==> src/rtl/mult64_share_ctrl_if.sv <==
// Requester-side bus of the shared 64x64 multiplier controller.
// Operands and results are packed per requester, index i in the outer dimension.
interface mult64_share_ctrl_if #(parameter int NREQ = 4);
  logic [NREQ-1:0]         req;
  logic [NREQ-1:0]         sgn;
  logic [NREQ-1:0][63:0]   a;
  logic [NREQ-1:0][63:0]   b;
  logic [NREQ-1:0]         gnt;
  logic [NREQ-1:0]         res_vld;
  logic [NREQ-1:0][127:0]  res;
  logic [NREQ-1:0]         res_ack;

  modport master (output req, sgn, a, b, res_ack, input gnt, res_vld, res);
  modport slave  (input req, sgn, a, b, res_ack, output gnt, res_vld, res);
endinterface

==> src/rtl/mult64_share_ctrl.sv <==
// Round-robin sharing of one pipelined unsigned 64x64 multiplier among NREQ
// requesters, with sign handling around the core and per-requester result hold.

module mult64_share_ctrl_lane (
  input  logic         clk,
  input  logic         rst,
  input  logic         ce,
  input  logic         gnt,
  input  logic         hit,
  input  logic         ack,
  input  logic [127:0] prod,
  output logic         idle,
  output logic         res_vld,
  output logic [127:0] res
);
  typedef enum logic [1:0] {IDLE, INFLT, DONE} state_t;
  state_t state;

  always_ff @(posedge clk) begin
    if (rst) begin
      state   <= IDLE;
      res_vld <= 1'b0;
      res     <= '0;
    end else if (ce) begin
      case (state)
        IDLE:  if (gnt) state <= INFLT;
        INFLT: if (hit) begin
          state   <= DONE;
          res_vld <= 1'b1;
          res     <= prod;
        end
        DONE:  if (ack) begin
          state   <= IDLE;
          res_vld <= 1'b0;
        end
        default: state <= IDLE;
      endcase
    end
  end

  assign idle = (state == IDLE);
endmodule

module mult64_share_ctrl #(
  parameter int NREQ = 4,
  parameter int LAT  = 11
) (
  input  logic                 clk,
  input  logic                 rst,
  input  logic                 ce,
  mult64_share_ctrl_if.slave   bus,
  output logic [63:0]          m_a,
  output logic [63:0]          m_b,
  input  logic [127:0]         m_o
);
  localparam int IW = (NREQ > 1) ? $clog2(NREQ) : 1;

  typedef struct packed {
    logic          vld;
    logic [IW-1:0] idx;
    logic          neg;
  } tag_t;

  // Stage 0 is loaded with m_a/m_b; stages 1..LAT track the multiplier depth.
  tag_t tag_pipe [LAT:0];
  tag_t tail;

  logic [IW-1:0]          p, gidx, cand;
  logic                   any;
  logic [NREQ-1:0]        gnt_c, idle, res_vld_w;
  logic [NREQ-1:0][127:0] res_w;
  logic [63:0]            sel_a, sel_b, abs_a, abs_b;
  logic                   sel_s, neg_c;
  logic [127:0]           prod;

  always_comb begin
    gnt_c = '0;
    gidx  = '0;
    any   = 1'b0;
    cand  = '0;
    for (int k = 0; k < NREQ; k++) begin
      cand = IW'((int'(p) + k) % NREQ);
      if (!any && bus.req[cand] && idle[cand]) begin
        any  = 1'b1;
        gidx = cand;
      end
    end
    if (!ce || rst) any = 1'b0;
    if (any) gnt_c[gidx] = 1'b1;
  end

  assign bus.gnt = gnt_c;

  assign sel_a = bus.a[gidx];
  assign sel_b = bus.b[gidx];
  assign sel_s = bus.sgn[gidx];
  // -2^63 negates to itself, which read unsigned is the correct magnitude.
  assign abs_a = (sel_s && sel_a[63]) ? (~sel_a + 64'd1) : sel_a;
  assign abs_b = (sel_s && sel_b[63]) ? (~sel_b + 64'd1) : sel_b;
  assign neg_c = sel_s & (sel_a[63] ^ sel_b[63]);

  always_ff @(posedge clk) begin
    if (rst) begin
      m_a <= '0;
      m_b <= '0;
      p   <= '0;
      for (int k = 0; k <= LAT; k++) tag_pipe[k] <= '0;
    end else if (ce) begin
      if (any) begin
        m_a <= abs_a;
        m_b <= abs_b;
        p   <= (gidx == IW'(NREQ - 1)) ? '0 : gidx + 1'b1;
      end
      tag_pipe[0] <= {any, gidx, neg_c};
      for (int k = 1; k <= LAT; k++) tag_pipe[k] <= tag_pipe[k-1];
    end
  end

  assign tail = tag_pipe[LAT];
  assign prod = tail.neg ? (~m_o + 128'd1) : m_o;

  for (genvar i = 0; i < NREQ; i++) begin : g_lane
    mult64_share_ctrl_lane u_lane (
      .clk     (clk),
      .rst     (rst),
      .ce      (ce),
      .gnt     (gnt_c[i]),
      .hit     (tail.vld && (tail.idx == IW'(i))),
      .ack     (bus.res_ack[i]),
      .prod    (prod),
      .idle    (idle[i]),
      .res_vld (res_vld_w[i]),
      .res     (res_w[i])
    );
  end

  assign bus.res_vld = res_vld_w;
  assign bus.res     = res_w;
endmodule

==> src/flat_wrapper.sv <==
// flat-port wrapper written by rule: the top's interface ports become plain ports
module mult64_share_ctrl_flat 
#(
  parameter int NREQ = 4,
  parameter int LAT  = 11
)
  (clk, rst, ce, m_a, m_b, m_o, bus_req, bus_sgn, bus_a, bus_b, bus_res_ack, bus_gnt, bus_res_vld, bus_res);
  mult64_share_ctrl_if #(.NREQ(NREQ)) bus_i ();
  input  logic clk;
  input  logic rst;
  input  logic ce;
  output logic [63:0] m_a;
  output logic [63:0] m_b;
  input  logic [127:0] m_o;
  input wire logic [$bits(bus_i.req)-1:0] bus_req;
  input wire logic [$bits(bus_i.sgn)-1:0] bus_sgn;
  input wire logic [$bits(bus_i.a)-1:0] bus_a;
  input wire logic [$bits(bus_i.b)-1:0] bus_b;
  input wire logic [$bits(bus_i.res_ack)-1:0] bus_res_ack;
  output wire logic [$bits(bus_i.gnt)-1:0] bus_gnt;
  output wire logic [$bits(bus_i.res_vld)-1:0] bus_res_vld;
  output wire logic [$bits(bus_i.res)-1:0] bus_res;
  assign bus_i.req = bus_req;
  assign bus_i.sgn = bus_sgn;
  assign bus_i.a = bus_a;
  assign bus_i.b = bus_b;
  assign bus_i.res_ack = bus_res_ack;
  assign bus_gnt = bus_i.gnt;
  assign bus_res_vld = bus_i.res_vld;
  assign bus_res = bus_i.res;
  mult64_share_ctrl #(.NREQ(NREQ), .LAT(LAT)) u_core (.clk(clk), .rst(rst), .ce(ce), .bus(bus_i), .m_a(m_a), .m_b(m_b), .m_o(m_o));
endmodule
==> config.mk <==
export PLATFORM = sky130hd
export DESIGN_NAME = mult64_share_ctrl_flat
export DESIGN_NICKNAME = d
export VERILOG_FILES = /design/src/rtl/mult64_share_ctrl_if.sv /design/src/rtl/mult64_share_ctrl.sv /design/src/flat_wrapper.sv
export SDC_FILE = /design/constraint.sdc
export NUM_CORES = 2
export LEC_CHECK = 0
export ABC_AREA = 0
export CAP_MARGIN = 20
export CORE_AREA = 5 5 500 502
export CTS_CLUSTER_DIAMETER = 150
export DETAILED_ROUTE_END_ITERATION = 8
export DIE_AREA = 0 0 505 507
export PLACE_DENSITY = 0.32
export SYNTH_ARGS = -nofsm -noshare
export SYNTH_HDL_FRONTEND = slang
export SYNTH_SLANG_ARGS = --single-unit
export TNS_END_PERCENT = 10
==> constraint.sdc <==
create_clock -name clk -period 16 [get_ports clk]
set_clock_uncertainty 0.2 [all_clocks]
set_input_delay 3.2 -clock clk [delete_from_list [all_inputs] [get_ports clk]]
set_output_delay 3.2 -clock clk [all_outputs]
set_load 0.01 [all_outputs]
==> summary.md <==
| Metric | Value |
|---|---|
| Status | finished clean |
| Min-delay src | u_core.m_a[49]$_SDFFE_PP0P_ |
| Min-delay worst type | reg2reg |
| Nature of the critical path endpoint | primary output |
| # rows | 182 |
| Crit-path max FO | 119 |
| Largest net degree at the start of global routing | 165 |
| Yosys top cell by area | dfxtp_1 |
| Syn_area_per_cell | a little over 8 µm² |
| Initial drt markers | 2447 |
| Mapped Cells | 4357 |
| Setup TNS Final | 0 ns |
| R2r startpoint | u_core.g_lane[2].u_lane.state[1]$_SDFFE_PP0P_ |
| Max_cap viols | 0 |
| Final setup violation count | 0 |
| Post-DP HPWL | about 200000 µm |
| CP required | 12.60 ns |
| Via Count | 38310 |
| Syn Nets | 5019 |
| Hold Path Depth | 2 |
| Port Buffers | 1302 |
| TritonCTS clock tree | built |
| First-pass GRT wire length | 339300 µm |
| Setup slack, reg-to-reg | 9.64 ns |
| Layout area overhead | 53.95% |
| Gates resized, CTS repair | 0 |
| Sequential fraction of design power | between 30% and 40% |
| Startpoint types | input port |
| DRC viols | 0 |
| Avg WL per Cell | 28.65 µm |
| Int Pwr | 3725 µW |
| Primary FF master, synth | dfxtp_1 |
| Register area share after synthesis | about two fifths |
| Top Ports | 1303 |
| Core ar. | 244800 µm² |
| FF+latch count, synth | 702 |
| Antenna violations before repair | 96 |
| Clk sink count | 702 |
| Cell variety after synth | 94 |
| CP Class | in2out |
| Final Non-Filler Cells | 8797 |
| Top cell type's share of synthesized area | approximately 36% |
| Syn Std Cell Area | 35890 µm² |
| Final hold violations | 0 |
| Die Area | 256000 µm² |
| Post-DP Area | 52190 µm² |
| Fin area | 55250 µm² |
| Overall routed net length | 252000 µm |
| Antenna Nets Post-Route | 0 |
| Worst R2R End | u_core.m_a[61]$_SDFFE_PP0P_ |
| Max IR drop VDD | 89.55 µV |
| Clk network pwr share | 35.8% |
| CTS root buf | clkbuf_16 |
| Cts bufs inserted | between 90 and 100 |
| Clock Latency Late Sink | 0.75 ns |
| Worst reg-to-reg path cell count | 13 |
| Pre-antenna DRT Iters | 6 |
| Sw Ratio | 35.92% |
| Clock transition at path regs | 0.06 ns |
| NetSw | ~2100 µW |
| Rel. slew slack | 23.90% |
| Crit path arrival time | 6.73 ns |
| Logic pwr share | slightly above 30% |
| Post-synth EDFFs | 48 |
| FMAX | 98.74 MHz |
| Share of cells above drive strength 1 | 6.330% |
| Fraction of registers with async set/reset | 0% |
| GRT Total Usage | 18.77% |
| PD cells | 105.2 nW/µm² |
| Placer congestion estimate | 0.9116 |
| RSZ-0062 raised after global routing | no |
| # nets final | roughly 6100 |
| Total power | just under 6000 µW |
| Vias in the first global route | around 38000 |
| Setup Fix Bufs, Post-CTS | 0 |
| Global route overflow | 0 |
| Via density | about 4.4 |
| Slew Viols, Final | 0 |
| WHS Endpoint | u_core.m_a[49]$_SDFFE_PP0P_ |
| Tightest Pin Transition | 1.130 ns |
| Die Ht | 507 µm |
| Clock buffer depth | 3 |
| Post-CTS Hold Fix Bufs | 0 |
| Cells after DPL | 8602 |
| Starting Density | ~15% |
| Final Cycle Share | 63.30% |
| Pleak | 0.01843 µW |
| Synth area leaders | dfxtp_1, a211oi_1, nor2_1 |
| Yosys Warn Count | 0 |
| Tmin final | 10.13 ns |
| Die X | slightly above 500 µm |
| Htree depth | 3 |
==> metal layers <==
metal | vias up | global-route usage (%) | part of all wire [%]
li1 | 17970 | - | -
met1 | 18470 | 20.72 | 38
met2 | 1417 | 34.00 | 51
met3 | 373 | 5.613 | 7.3
met4 | 82 | 6.728 | 3.7
met5 | - | 0 | 0.20
==> sequential cells by signal, indices dropped and copies added (netlist names) <==
signal	count
u_core.g_lane.u_lane.res	512
u_core.m_a	64
u_core.m_b	64
u_core.tag_pipe	48
u_core.g_lane.u_lane.state	8
u_core.g_lane.u_lane.res_vld	4
u_core.p	2
==> kinds of logic after synthesis <==
| family | after synthesis | share of synthesized area, % |
|---|---|---|
| simple gates | 1770 | 22.49 |
| fa+ha+maj | 7 | 0.2440 |
| flops | 702 | 40.50 |
| buf+inv | 407 | 4.839 |
| mux | 154 | 5.502 |
| compound gates | 1079 | 20.62 |
| xor+xnor | 238 | 5.808 |
==> cell usage after synthesis, types with 11 or more instances <==
library cell    n
nor2_1        713
xor2_1        145
mux2i_1        96
a211oi_1      428
clkbuf_1      272
or4_1          31
buf_1          15
nor2b_1        12
dfxtp_1       654
nand2b_1       11
nand3_1       114
xnor2_1        93
or3_1          41
mux2_2         26
buf_2          45
nor4_1         52
o41ai_1        26
o21ai_1        19
and3_1         84
nand2_1       513
a22o_1         12
a31oi_1        74
o311ai_0       16
or2_2          12
mux4_2         32
nor3_1        104
a22oi_1        12
buf_4          12
nand4_1        22
o21ai_0       236
inv_1          49
a21oi_1        85
o211ai_1       50
o31ai_1        50
edfxtp_1       48
==> worst max-delay path by stage <==
| stage | from | endpoint | slack [ns] | cells after the start |
|---|---|---|---|---|
| finish | rst | bus_gnt[1] | 5.87 | 9 |
| global route | rst | bus_gnt[1] | 5.64 | 9 |
| CTS | rst | bus_gnt[1] | 5.62 | 9 |
| detailed placement | rst | bus_gnt[1] | 5.62 | 9 |
| global placement | rst | bus_gnt[1] | 5.66 | 9 |
| floorplan | bus_req[2] | bus_gnt[3] | 6.50 | 14 |
==> stage by stage <==
stage / util [%] / hold WS (ns) / setup slack (ns)
global placement: 21.31 / 0.2441 / 5.660
floorplan: - / 0.2682 / 6.503
detailed placement: 21.32 / 0.2441 / 5.622
finish: 22.57 / 0.2479 / 5.872
global route: 22.55 / 0.2662 / 5.636
CTS: 22.53 / 0.2535 / 5.624
==> cell type report <==
type	instances	area, µm²
fill	26970	189500
multi-input combinational	3248	19730
sequential	702	14530
timing repair buffer	1382	13710
tap	3220	4029
clock buffer	132	2624
clock inverter	30	325.3
inverter	51	214.0
antenna	32	80.08
==> power by group through the flow <==
| stage | clock [µW] | combinational (µW) | sequential, µW |
|---|---|---|---|
| floorplan | 0 | 870 | 1980 |
| global placement | 0 | 1800 | 2010 |
| detailed placement | 0 | 1790 | 2000 |
| CTS | 2170 | 1800 | 1970 |
| global route | 2230 | 1890 | 1970 |
| finish | 2080 | 1770 | 1960 |
==> critical path: stages <==
cell and delay (ns):
buf_8 0.20, inv_6 0.74, nand2_1 0.27, or2_4 0.46, inv_2 0.08, buf_4 0.48, nand2_1 0.37, inv_1 0.13
clkdlybuf4s50_1 0.68
==> cell usage in the layout, fill, tap and decap left out, types with 11 or more instances in the layout <==
master / n
or4_1: 31
a211oi_1: 428
o31ai_1: 50
o21ai_1: 20
o311ai_0: 16
mux4_2: 32
o41ai_1: 26
a31oi_1: 74
nor3_1: 100
clkbuf_8: 15
o21ai_0: 234
a22o_1: 12
or2_2: 11
xor2_1: 143
nor4_1: 48
dfxtp_1: 654
nor2_1: 712
edfxtp_1: 48
diode_2: 32
mux2_2: 26
xnor2_1: 93
mux2i_1: 95
o211ai_1: 50
or3_1: 41
nor2b_1: 12
nand2b_1: 11
nand2_1: 512
nand4_1: 22
clkdlybuf4s50_1: 1301
a22oi_1: 12
clkbuf_16: 93
clkinv_2: 13
inv_1: 47
clkbuf_1: 24
nand3_1: 114
and3_1: 84
buf_4: 73
a21oi_1: 85
No activity file was read; power rests on OpenSTA's default activity.
==> variant, RTL diff (config.mk and constraints unchanged) <==
Reset style: asynchronous (`rst`), changed in 2 clocked blocks.
--- a/src/rtl/mult64_share_ctrl.sv
+++ b/src/rtl/mult64_share_ctrl.sv
@@ -16,7 +16,7 @@
   typedef enum logic [1:0] {IDLE, INFLT, DONE} state_t;
   state_t state;
 
-  always_ff @(posedge clk) begin
+  always_ff @(posedge clk or posedge rst) begin
     if (rst) begin
       state   <= IDLE;
       res_vld <= 1'b0;
@@ -99,7 +99,7 @@
   assign abs_b = (sel_s && sel_b[63]) ? (~sel_b + 64'd1) : sel_b;
   assign neg_c = sel_s & (sel_a[63] ^ sel_b[63]);
 
-  always_ff @(posedge clk) begin
+  always_ff @(posedge clk or posedge rst) begin
     if (rst) begin
       m_a <= '0;
       m_b <= '0;
Check against the original RTL: not settled (the Yosys comparison gave no result); the edit may change what the design does.
==> variant against the original RTL <==
Synthesized area up 4.3%. Final cell count decreased by 0.55%. Worst hold slack improved by 0.025 ns. Sequential cell count unchanged. Wire length down 6.0%. Final area increased by 3.3%. Register-to-register slack got worse by 0.12 ns. Worst setup slack better by 0.0011 ns. Sequential share of layout area grew 4.5 points. Largest cell class unchanged.
Power is not compared: it rests on default switching activity, and its combinational part moved more than twofold at a synthesized area within 25%.
==> variant: results (changes against the original RTL) <==
{| class="wikitable"
! Metric !! Value
|-
| Share of async-settable or async-resettable flops after synthesis || 1.000 (was 0)
|-
| Library cell with the largest summed area after synthesis || dfrtp_1 (was dfxtp_1)
|-
| Share of layout cells above drive strength 1 || 0.06276 (was 0.06330)
|-
| Number of distinct standard cells referenced by the synthesized netlist || 80 (was 94)
|-
| Post-synthesis instance area || 37430 um^2 (was 35890 um^2)
|-
| Endpoint with the worst hold slack || u_core.g_lane[1].u_lane.res[36] (was u_core.m_a[49])
|-
| Worst slack at placement || 5.702 ns (was 5.622 ns)
|-
| Leakage power total || 22.96 nW
|-
| Routing usage on met2 || 0.3269 (was 0.3400)
|-
| Main synth FF type || dfrtp_1 (was dfxtp_1)
|-
| Worst slew pin tran || 1.285 ns (was 1.130 ns)
|-
| Routability cong. || 0.8726 (was 0.9116)
|-
| Vias || 37000 (was 38310)
|-
| Met3 routed WL || 19080 um (was 18520 um)
|-
| Clock latency of the later-clocked register in the worst-skew pair || 0.72 ns (was 0.75 ns)
|-
| Slowest cell on crit path || clkdlybuf4s50_1 (was inv_6)
|-
| Status || finished clean (unchanged)
|-
| Fmax || 0.09875 GHz (was 0.09874 GHz)
|-
| Top cells by instance count after synthesis || nand2_1 (828), dfrtp_1 (702), o21ai_0 (456), nor2_1 (420), a21oi_1 (299) (was nor2_1 (713), dfxtp_1 (654), nand2_1 (513), a211oi_1 (428), clkbuf_1 (272))
|-
| HPWL reported at the end of detailed placement || 191800 um (was 204200 um)
|-
| Maximum cell stage delay along the critical path || 0.62 ns (was 0.74 ns)
|-
| Beginning of the critical path || bus_req[2] (was rst)
|-
| Max FO, Critical Path || 82 (was 119)
|-
| Detailed-route wire length on metal 1 || 89050 um (was 96240 um)
|-
| GR met3 Demand/Resource || 0.06205 (was 0.05613)
|-
| Number of enable-type register cells in the synthesized netlist || 0 (was 48)
|-
| Sequential cell area fraction in the yosys report || 0.4693 (was 0.4050)
|-
| Endpoint of the most critical register-to-register path || u_core.m_a[61] (unchanged)
|-
| Maximum number of pins on one net before global-route repair || 178 (was 165)
|-
| Net count of the finished layout || 6086 (was 6139)
|-
| Wire length of the first global-routing pass || 322100 um (was 339300 um)
|-
| Overall fraction of global-route tracks in use || 0.1774 (was 0.1877)
|}
[variant: changes by cell type in the layout (fill, tap and decap cells not counted), sizes merged, moves of 42 or more]
cell,unedited run,this run
o21ai,255,472
o211ai,50,8
nand2,513,828
nand3,114,58
edfxtp,48,0
a211oi,428,15
mux2,26,82
dfxtp,654,0
dfrtp,0,702
a21oi,86,300
nor2,713,420
[variant: worst reg2reg max path: stages (launching register included)]
cell and delay (ns):
dfrtp_1 0.49, nor3b_2 0.42, or3b_2 0.49, nand4_1 0.12, buf_4 0.60, buf_4 0.50
buf_12 0.47, mux2i_1 0.53, mux2i_1 0.40, nand4_1 0.44, nor4_4 1.04, nand3_1 0.28
nor3b_1 0.31, a221oi_1 0.08
[variant: logic make-up (layout without fill, tap and decap cells)]
family | after synthesis | count (layout) | share of synthesized area
adders and majority gates | 7 | 7 | 0.002340
muxes | 234 | 234 | 0.07099
AOI/OAI and AO/OA | 1042 | 1042 | 0.1593
and+or+nand+nor | 1732 | 1732 | 0.2063
buffers and inverters | 312 | 1539 | 0.03540
other | 0 | 32 | 0
xor gates and xnor gates | 241 | 241 | 0.05639
DFF | 702 | 702 | 0.4693
[variant: metrics by stage]
step	hold slack, ns	instances	power (mW)
floorplan	0.2492	4270	6.286
global route	0.2915	8735	12.78
global placement	0.2614	8544	9.901
CTS	0.2796	8717	12.24
finish	0.2732	8749	11.94
detailed placement	0.2691	8545	9.928
[variant: area by class of cell]
type | instances | share of cell area
Multi-Input combinational cell | 3256 | 0.3261
Sequential cell | 702 | 0.3078
Timing Repair Buffer | 1350 | 0.2366
Tap cell | 3220 | 0.07058
Clock buffer | 142 | 0.04936
Clock inverter | 30 | 0.006751
Inverter | 17 | 0.001403
Antenna cell | 32 | 0.001403
